### src/rtl/dram_arb_pkg.sv
// Shared types and default widths for the DRAM user-port arbiter.
package dram_arb_pkg;

    localparam int unsigned DEF_ADDR_WIDTH     = 27;
    localparam int unsigned DEF_DATA_WIDTH     = 128;
    localparam int unsigned DEF_MASK_WIDTH     = DEF_DATA_WIDTH / 8;
    localparam int unsigned DEF_TIMEOUT_CYCLES = 1024;

    typedef enum logic [1:0] {
        CALIB = 2'd0,
        IDLE  = 2'd1,
        ISSUE = 2'd2,
        RWAIT = 2'd3
    } state_t;

    typedef struct packed {
        logic                      we;
        logic [DEF_ADDR_WIDTH-1:0] addr;
        logic [DEF_DATA_WIDTH-1:0] wdata;
        logic [DEF_MASK_WIDTH-1:0] wmask;
    } cmd_t;

endpackage

### src/rtl/rr_arbiter2.sv
// Two-input round-robin grant: on a tie the port that did not win last time wins.
module rr_arbiter2 (
    input  logic [1:0] req,
    input  logic       last_grant,
    output logic [1:0] grant_c,
    output logic       grant_idx_c
);

    always_comb begin
        grant_idx_c = req[1];
        if (req == 2'b11) begin
            grant_idx_c = ~last_grant;
        end
        grant_c = 2'b00;
        if (req != 2'b00) begin
            grant_c[grant_idx_c] = 1'b1;
        end
    end

endmodule

### src/rtl/dram_port_arbiter.sv
// Shares one DRAM user port between fetch (port 0) and data (port 1), one transaction at a time.
// Optional read watchdog with sticky timeout_err: define DRAM_PORT_ARBITER_TIMEOUT_EN.
module dram_port_arbiter
    import dram_arb_pkg::*;
#(
    parameter int unsigned ADDR_WIDTH     = DEF_ADDR_WIDTH,
    parameter int unsigned DATA_WIDTH     = DEF_DATA_WIDTH,
    parameter int unsigned MASK_WIDTH     = DATA_WIDTH / 8,
    parameter int unsigned TIMEOUT_CYCLES = DEF_TIMEOUT_CYCLES
) (
    input  logic                  clock,
    input  logic                  resetn,
    input  logic                  m0_valid,
    output logic                  m0_ready,
    input  logic                  m0_we,
    input  logic [ADDR_WIDTH-1:0] m0_addr,
    input  logic [DATA_WIDTH-1:0] m0_wdata,
    input  logic [MASK_WIDTH-1:0] m0_wmask,
    output logic                  m0_rvalid,
    output logic [DATA_WIDTH-1:0] m0_rdata,
    input  logic                  m1_valid,
    output logic                  m1_ready,
    input  logic                  m1_we,
    input  logic [ADDR_WIDTH-1:0] m1_addr,
    input  logic [DATA_WIDTH-1:0] m1_wdata,
    input  logic [MASK_WIDTH-1:0] m1_wmask,
    output logic                  m1_rvalid,
    output logic [DATA_WIDTH-1:0] m1_rdata,
    output logic                  dram_ren,
    output logic                  dram_wen,
    output logic [ADDR_WIDTH-1:0] dram_addr,
    output logic [DATA_WIDTH-1:0] dram_wdata,
    output logic [MASK_WIDTH-1:0] dram_wmask,
    output logic                  dram_user_busy,
`ifdef DRAM_PORT_ARBITER_TIMEOUT_EN
    output logic                  timeout_err,
`endif
    input  logic                  dram_init_calib_complete,
    input  logic                  dram_busy,
    input  logic [DATA_WIDTH-1:0] dram_rdata,
    input  logic                  dram_rdata_valid
);

    if (TIMEOUT_CYCLES == 0) begin : g_bad_timeout
        $error("TIMEOUT_CYCLES must be nonzero");
    end

    state_t                state_q, state_d;
    logic                  last_grant_q, last_grant_d;
    logic                  owner_q, owner_d;
    cmd_t                  cmd_q, cmd_d;
    logic                  m0_rvalid_q, m0_rvalid_d, m1_rvalid_q, m1_rvalid_d;
    logic [DATA_WIDTH-1:0] m0_rdata_q, m0_rdata_d, m1_rdata_q, m1_rdata_d;
    logic [DATA_WIDTH-1:0] resp_data_c;
    logic                  resp_fire_c;
    logic [1:0]            grant_c;
    logic                  grant_idx_c;

`ifdef DRAM_PORT_ARBITER_TIMEOUT_EN
    localparam int unsigned CNT_W = $clog2(TIMEOUT_CYCLES + 1);
    logic [CNT_W-1:0] cnt_q, cnt_d;
    logic             err_q, err_d;
    assign timeout_err = err_q;
`endif

    rr_arbiter2 u_rr (
        .req         ({m1_valid, m0_valid}),
        .last_grant  (last_grant_q),
        .grant_c     (grant_c),
        .grant_idx_c (grant_idx_c)
    );

    assign dram_addr      = ADDR_WIDTH'(cmd_q.addr);
    assign dram_wdata     = DATA_WIDTH'(cmd_q.wdata);
    assign dram_wmask     = MASK_WIDTH'(cmd_q.wmask);
    assign dram_user_busy = 1'b0;
    assign m0_rvalid      = m0_rvalid_q;
    assign m1_rvalid      = m1_rvalid_q;
    assign m0_rdata       = m0_rdata_q;
    assign m1_rdata       = m1_rdata_q;

    always_ff @(posedge clock or negedge resetn) begin
        if (!resetn) begin
            state_q      <= CALIB;
            last_grant_q <= 1'b1;
            owner_q      <= 1'b0;
            cmd_q        <= '0;
            m0_rvalid_q  <= 1'b0;
            m1_rvalid_q  <= 1'b0;
            m0_rdata_q   <= '0;
            m1_rdata_q   <= '0;
`ifdef DRAM_PORT_ARBITER_TIMEOUT_EN
            cnt_q        <= '0;
            err_q        <= 1'b0;
`endif
        end else begin
            state_q      <= state_d;
            last_grant_q <= last_grant_d;
            owner_q      <= owner_d;
            cmd_q        <= cmd_d;
            m0_rvalid_q  <= m0_rvalid_d;
            m1_rvalid_q  <= m1_rvalid_d;
            m0_rdata_q   <= m0_rdata_d;
            m1_rdata_q   <= m1_rdata_d;
`ifdef DRAM_PORT_ARBITER_TIMEOUT_EN
            cnt_q        <= cnt_d;
            err_q        <= err_d;
`endif
        end
    end

    always_comb begin
        state_d      = state_q;
        last_grant_d = last_grant_q;
        owner_d      = owner_q;
        cmd_d        = cmd_q;
        m0_rvalid_d  = 1'b0;
        m1_rvalid_d  = 1'b0;
        m0_rdata_d   = m0_rdata_q;
        m1_rdata_d   = m1_rdata_q;
        m0_ready     = 1'b0;
        m1_ready     = 1'b0;
        dram_ren     = 1'b0;
        dram_wen     = 1'b0;
        resp_fire_c  = 1'b0;
        resp_data_c  = dram_rdata;
`ifdef DRAM_PORT_ARBITER_TIMEOUT_EN
        cnt_d        = '0;
        err_d        = err_q;
`endif
        unique case (state_q)
            CALIB: begin
                if (dram_init_calib_complete) begin
                    state_d = IDLE;
                end
            end
            IDLE: begin
                // Losing calibration only takes effect between transactions
                if (!dram_init_calib_complete) begin
                    state_d = CALIB;
                end else if (grant_c != 2'b00) begin
                    m0_ready     = grant_c[0];
                    m1_ready     = grant_c[1];
                    last_grant_d = grant_idx_c;
                    owner_d      = grant_idx_c;
                    state_d      = ISSUE;
                    if (grant_idx_c) begin
                        cmd_d.we    = m1_we;
                        cmd_d.addr  = DEF_ADDR_WIDTH'(m1_addr);
                        cmd_d.wdata = DEF_DATA_WIDTH'(m1_wdata);
                        cmd_d.wmask = DEF_MASK_WIDTH'(m1_wmask);
                    end else begin
                        cmd_d.we    = m0_we;
                        cmd_d.addr  = DEF_ADDR_WIDTH'(m0_addr);
                        cmd_d.wdata = DEF_DATA_WIDTH'(m0_wdata);
                        cmd_d.wmask = DEF_MASK_WIDTH'(m0_wmask);
                    end
                end
            end
            ISSUE: begin
                if (!dram_busy) begin
                    dram_ren = ~cmd_q.we;
                    dram_wen = cmd_q.we;
                    state_d  = cmd_q.we ? IDLE : RWAIT;
                end
            end
            RWAIT: begin
                if (dram_rdata_valid) begin
                    resp_fire_c = 1'b1;
                end
`ifdef DRAM_PORT_ARBITER_TIMEOUT_EN
                else if (cnt_q == CNT_W'(TIMEOUT_CYCLES - 1)) begin
                    resp_fire_c = 1'b1;
                    resp_data_c = '1;
                    err_d       = 1'b1;
                end else begin
                    cnt_d = cnt_q + CNT_W'(1);
                end
`endif
                if (resp_fire_c) begin
                    state_d = IDLE;
                    if (owner_q) begin
                        m1_rvalid_d = 1'b1;
                        m1_rdata_d  = resp_data_c;
                    end else begin
                        m0_rvalid_d = 1'b1;
                        m0_rdata_d  = resp_data_c;
                    end
                end
            end
            default: state_d = CALIB;
        endcase
    end

endmodule

### config.mk
export PLATFORM = sky130hd
export DESIGN_NAME = dram_port_arbiter
export DESIGN_NICKNAME = d
export VERILOG_FILES = /design/src/rtl/dram_arb_pkg.sv /design/src/rtl/rr_arbiter2.sv /design/src/rtl/dram_port_arbiter.sv
export SDC_FILE = /design/constraint.sdc
export NUM_CORES = 1
export LEC_CHECK = 0
export ABC_AREA = 1
export BUFFER_PORTS_ARGS = -buffer_cell sky130_fd_sc_hd__buf_2
export CAP_MARGIN = 40
export CORE_AREA = 8 8 349 351
export DETAILED_ROUTE_END_ITERATION = 16
export DIE_AREA = 0 0 357 359
export SYNTH_ARGS = -nofsm -noshare
export SYNTH_HDL_FRONTEND = slang
export SYNTH_HIERARCHICAL = 1
export SYNTH_SLANG_ARGS = --single-unit
### constraint.sdc
create_clock -name clock -period 3.7 [get_ports clock]
set_clock_uncertainty 0.2 [all_clocks]
set_input_delay 0.185 -clock clock [delete_from_list [all_inputs] [get_ports clock]]
set_output_delay 0.185 -clock clock [all_outputs]
set_load 0.005 [all_outputs]
==> flow_summary_export.csv <==
group,metric,value,unit
global_route,number_of_antenna_violations_at_the_first_check_in_global_routing,40,
global_route,globalRoute.totalOverflow,0,
global_route,grt_first_pass_wirelength,148000,um
synth,synthesis.nets,2973,
synth,ys_types,19,
setup_path,cp_slowest_cell,"sky130_fd_sc_hd__dfrtp_1",
cells_and_area,layout-area-overhead-vs-synth,57.3,%
timing,rsz_0062_raised_after_global_routing,"no",
synth,synthMostInstantiatedCell,"sky130_fd_sc_hd__nand2_1",
run_status,status,"finished clean",
setup_path,timing.critical_path.cells,"inv_1 > ha_1 > nand2_1 > inv_2 > nand2_8 > buf_12 > inv_1 > buf_2",
setup_path,worst_path_most_repeated_cell,"sky130_fd_sc_hd__inv_1",
placed_design,gp_congestion,0.904,
floorplan,floorplan.core_area,117000,sq um
cts,cts_root_buf,"sky130_fd_sc_hd__clkbuf_16",
floorplan,io_pins,913,
global_route,grtUsageMet3,4.24,%
setup_path,critPathBufInv,5,
detailed_routing,first_iter_violations,1575,
placed_design,portBuffers,911,
synth,synthTopCellsByCount,"sky130_fd_sc_hd__nand2_1, sky130_fd_sc_hd__dfrtp_1, sky130_fd_sc_hd__inv_1",
power_and_ir_drop,total_leakage_power,17.5,nW
timing,slew_headroom,40.4,%
detailed_routing,drcViolationCount,0,
timing,setup_slack_after_layout,0.775,ns
cts,clk_pin_slew,0.07,ns
synth,syn-instance-count,2488,
synth,post_synth_edffs,0,
timing,fin_crit_sh,79.1,%
setup_path,type_of_the_worst_setup_path,"reg2out",
synth,synth.yosys.seq_area_share,53.5,%
cts,post_cts_buffers,0,
synth,mean_instance_size_in_the_synthesized_netlist,8.16,sq um
timing,timing_worst_slew_pin_value,0.894,ns
detailed_routing,avg_wl_per_cell,19.8,um
cells_and_area,filler_cell_count,12500,
floorplan,dieArea,128000,sq um
timing,setup_tns,0,ns
timing,report.final.slew_viol_count,0,
placed_design,post-dp-hpwl,80100,um
power_and_ir_drop,cellPowerDensity,684,nW/um^2
placed_design,post-place-ws,1.24,ns
synth,yosysWarningCount,6,
floorplan,core.rowCount,126,
detailed_routing,routed_wirelength,104000,um
placed_design,dp.cells,4655,
timing,period_minus_slack,2.92,ns
timing,report.final.hold_viol_count,0,
detailed_routing,drt_pre_antenna_iters,6,
detailed_routing,ant_nets,0,
cells_and_area,finalNonFillerCells,5242,
setup_path,end_kind,"output pin",
cts,cts_tree,"built",
synth,synth.cell_area,20300,sq um
synth,ys.flop_type,"sky130_fd_sc_hd__dfrtp_1",
global_route,grt_pass1_vias,21700,
setup_path,critical_path_data_required_time,3.31,ns
synth,ys_seq_elements,434,
cts,worst_skew_pair.late_latency,0.61,ns
global_route,gr-usage-met1,19.4,%
cells_and_area,drive_gt1_share,28.3,%
global_route,globalRouteMet2Util,25.1,%
setup_path,worstSetupStartpointType,"register",
worst_hold_path,worst_hold_class,"in2async",
global_route,maximum_number_of_pins_on_one_net_before_global_route_repair,148,
setup_path,critPathMaxStageDelay,0.41,ns
setup_path,crit_path_max_fanout,92,
cts,cts.path.max_buffers,3,
floorplan,start_util,17.4,%
detailed_routing,route.vias.total,21400,
cells_and_area,final_nets,4133,
floorplan,floorplan.die.height,359,um
setup_path,cp_top_family,"buffers and inverters",
cts,cts.htree.levels,2,
power_and_ir_drop,ir_drop,0.453,mV
cts,tritoncts.num_buffers,50,
global_route,grtUsageTotal,15.4,%
timing,fmaxAchievable,0.342,GHz
synth,largest_area_contributor_in_the_netlist,"sky130_fd_sc_hd__dfrtp_1",
cts,cts_num_sinks,434,
floorplan,die_width,357,um
synth,synth_top_cells_by_area,"sky130_fd_sc_hd__dfrtp_1, sky130_fd_sc_hd__nand2_1, sky130_fd_sc_hd__buf_4",
synth,synth-async-reset-ratio,100,%
global_route,globalRoute.busiestLayer,"met2",
power_and_ir_drop,report.power.total,21.8,mW
synth,synth.top_cell.area_share,53.4,%
setup_path,arrival,2.54,ns
detailed_routing,detail_route.vias_per_cell,4.08,
flow_run,drv.max_cap_violation_count,0,
timing,count_of_endpoints_failing_setup_in_the_final_report,0,
[path summary, 6_finish.rpt]
kind | slack (ns) | startpoint | depth (start not counted) | to
setup / recovery | 0.78 | state_q[1]$_DFFE_PN0P_ | 8 | m1_ready
hold / removal | 0.05 | resetn | 2 | dram_wdata[27]$_DFFE_PN0P_
setup reg to reg | 0.98 | last_grant_q$_DFFE_PN1P_ | 8 | dram_wdata[110]$_DFFE_PN0P_
hold reg to reg | 0.28 | m0_rdata[7]$_DFFE_PN0P_ | 2 | m0_rdata[7]$_DFFE_PN0P_
max in group asynchronous | 2.25 | resetn | 3 | m0_rdata[75]$_DFFE_PN0P_
min in group clock | 0.09 | m1_wdata[91] | 5 | dram_wdata[91]$_DFFE_PN0P_
[worst reg2reg max path, stage by stage (launching register included)]
cell,delay (ns)
sky130_fd_sc_hd__dfstp_2,0.39
sky130_fd_sc_hd__a21oi_4,0.17
sky130_fd_sc_hd__buf_12,0.24
sky130_fd_sc_hd__buf_12,0.39
sky130_fd_sc_hd__nand2_1,0.33
sky130_fd_sc_hd__o21ai_0,0.18
sky130_fd_sc_hd__dlygate4sd3_1,0.62
sky130_fd_sc_hd__nand2_1,0.06
sky130_fd_sc_hd__nand2_1,0.07
[routing by layer]
metal  vias to the layer above  wire, um
li1                       9880         -
met1                     10200     43100
met2                      1075     47800
met3                       197      9170
met4                         8      3710
met5                         -        59
[through the flow]
step | util [%] | hold WS (ns) | instance area, sq um
after global placement | 21.7 | 0.117 | 25300
after CTS | 27.3 | 0.0160 | 31900
after floorplan | - | -0.311 | 20300
after global routing | 27.3 | 0.0383 | 31900
after detailed placement | 21.7 | 0.116 | 25300
final | 27.4 | 0.0513 | 31900
[flip-flops by register name, summed over array words and instances, names as in the netlist, 2 cells and up]
register and flops:
dram_addr 27, dram_wdata 128, dram_wmask 16, state_q 2, m0_rdata 128, m1_rdata 128
[cells in the final DEF, fill, tap and decap left out, drive strengths merged]
| cell | netlist | layout |
|---|---|---|
| a21boi | 1 | 1 |
| a21oi | 2 | 2 |
| buf | 299 | 954 |
| bufinv | 0 | 10 |
| clkbuf | 24 | 67 |
| clkinv | 0 | 12 |
| clkinvlp | 0 | 1 |
| conb | 1 | 1 |
| dfrtp | 433 | 433 |
| dfstp | 1 | 1 |
| diode | 0 | 19 |
| dlygate4sd3 | 0 | 477 |
| ha | 6 | 6 |
| inv | 317 | 318 |
| nand2 | 794 | 794 |
| nand3 | 175 | 175 |
| nor2 | 5 | 5 |
| o21ai | 430 | 430 |
[cells by family (layout without fill, tap and decap cells)]
family                   after synthesis  in the layout  share of synthesized area, %
adder cells (fa/ha/maj)                6              6                         0.370
flip-flops                           434            434                          53.5
buffers and inverters                640           1839                          16.3
AO/OA/AOI/OAI                        433            433                          10.7
other                                  1             20                        0.0185
AND/OR/NAND/NOR                      974            974                          19.1
[power breakdown]
| part | total, mW | switching, mW | internal, mW | leakage [nW] |
|---|---|---|---|---|
| clock | 5.52 | 2.16 | 3.36 | 0.892 |
| sequential | 8.35 | 1.38 | 6.96 | 5.60 |
| combinational | 7.97 | 4.37 | 3.61 | 11.0 |
| total | 21.8 | 7.91 | 13.9 | 17.5 |
[timing repair]
| action | CTS | global route |
|---|---|---|
| hold endpoints to repair | 545 | 0 |
| hold buffers | 477 | 0 |
| resized for setup | 0 | 0 |
[area by class of cell]
cell class | count | area [sq um] | area share [%]
Clock inverter | 24 | 427 | 1.34
Tap cell | 1536 | 1920 | 6.02
Timing Repair Buffer | 1431 | 9870 | 30.9
Inverter | 317 | 1190 | 3.73
Clock buffer | 67 | 1400 | 4.37
Sequential cell | 434 | 10900 | 34.0
Antenna cell | 19 | 47.5 | 0.149
Multi-Input combinational cell | 1414 | 6210 | 19.5
No activity file was read; power rests on OpenSTA's default activity.
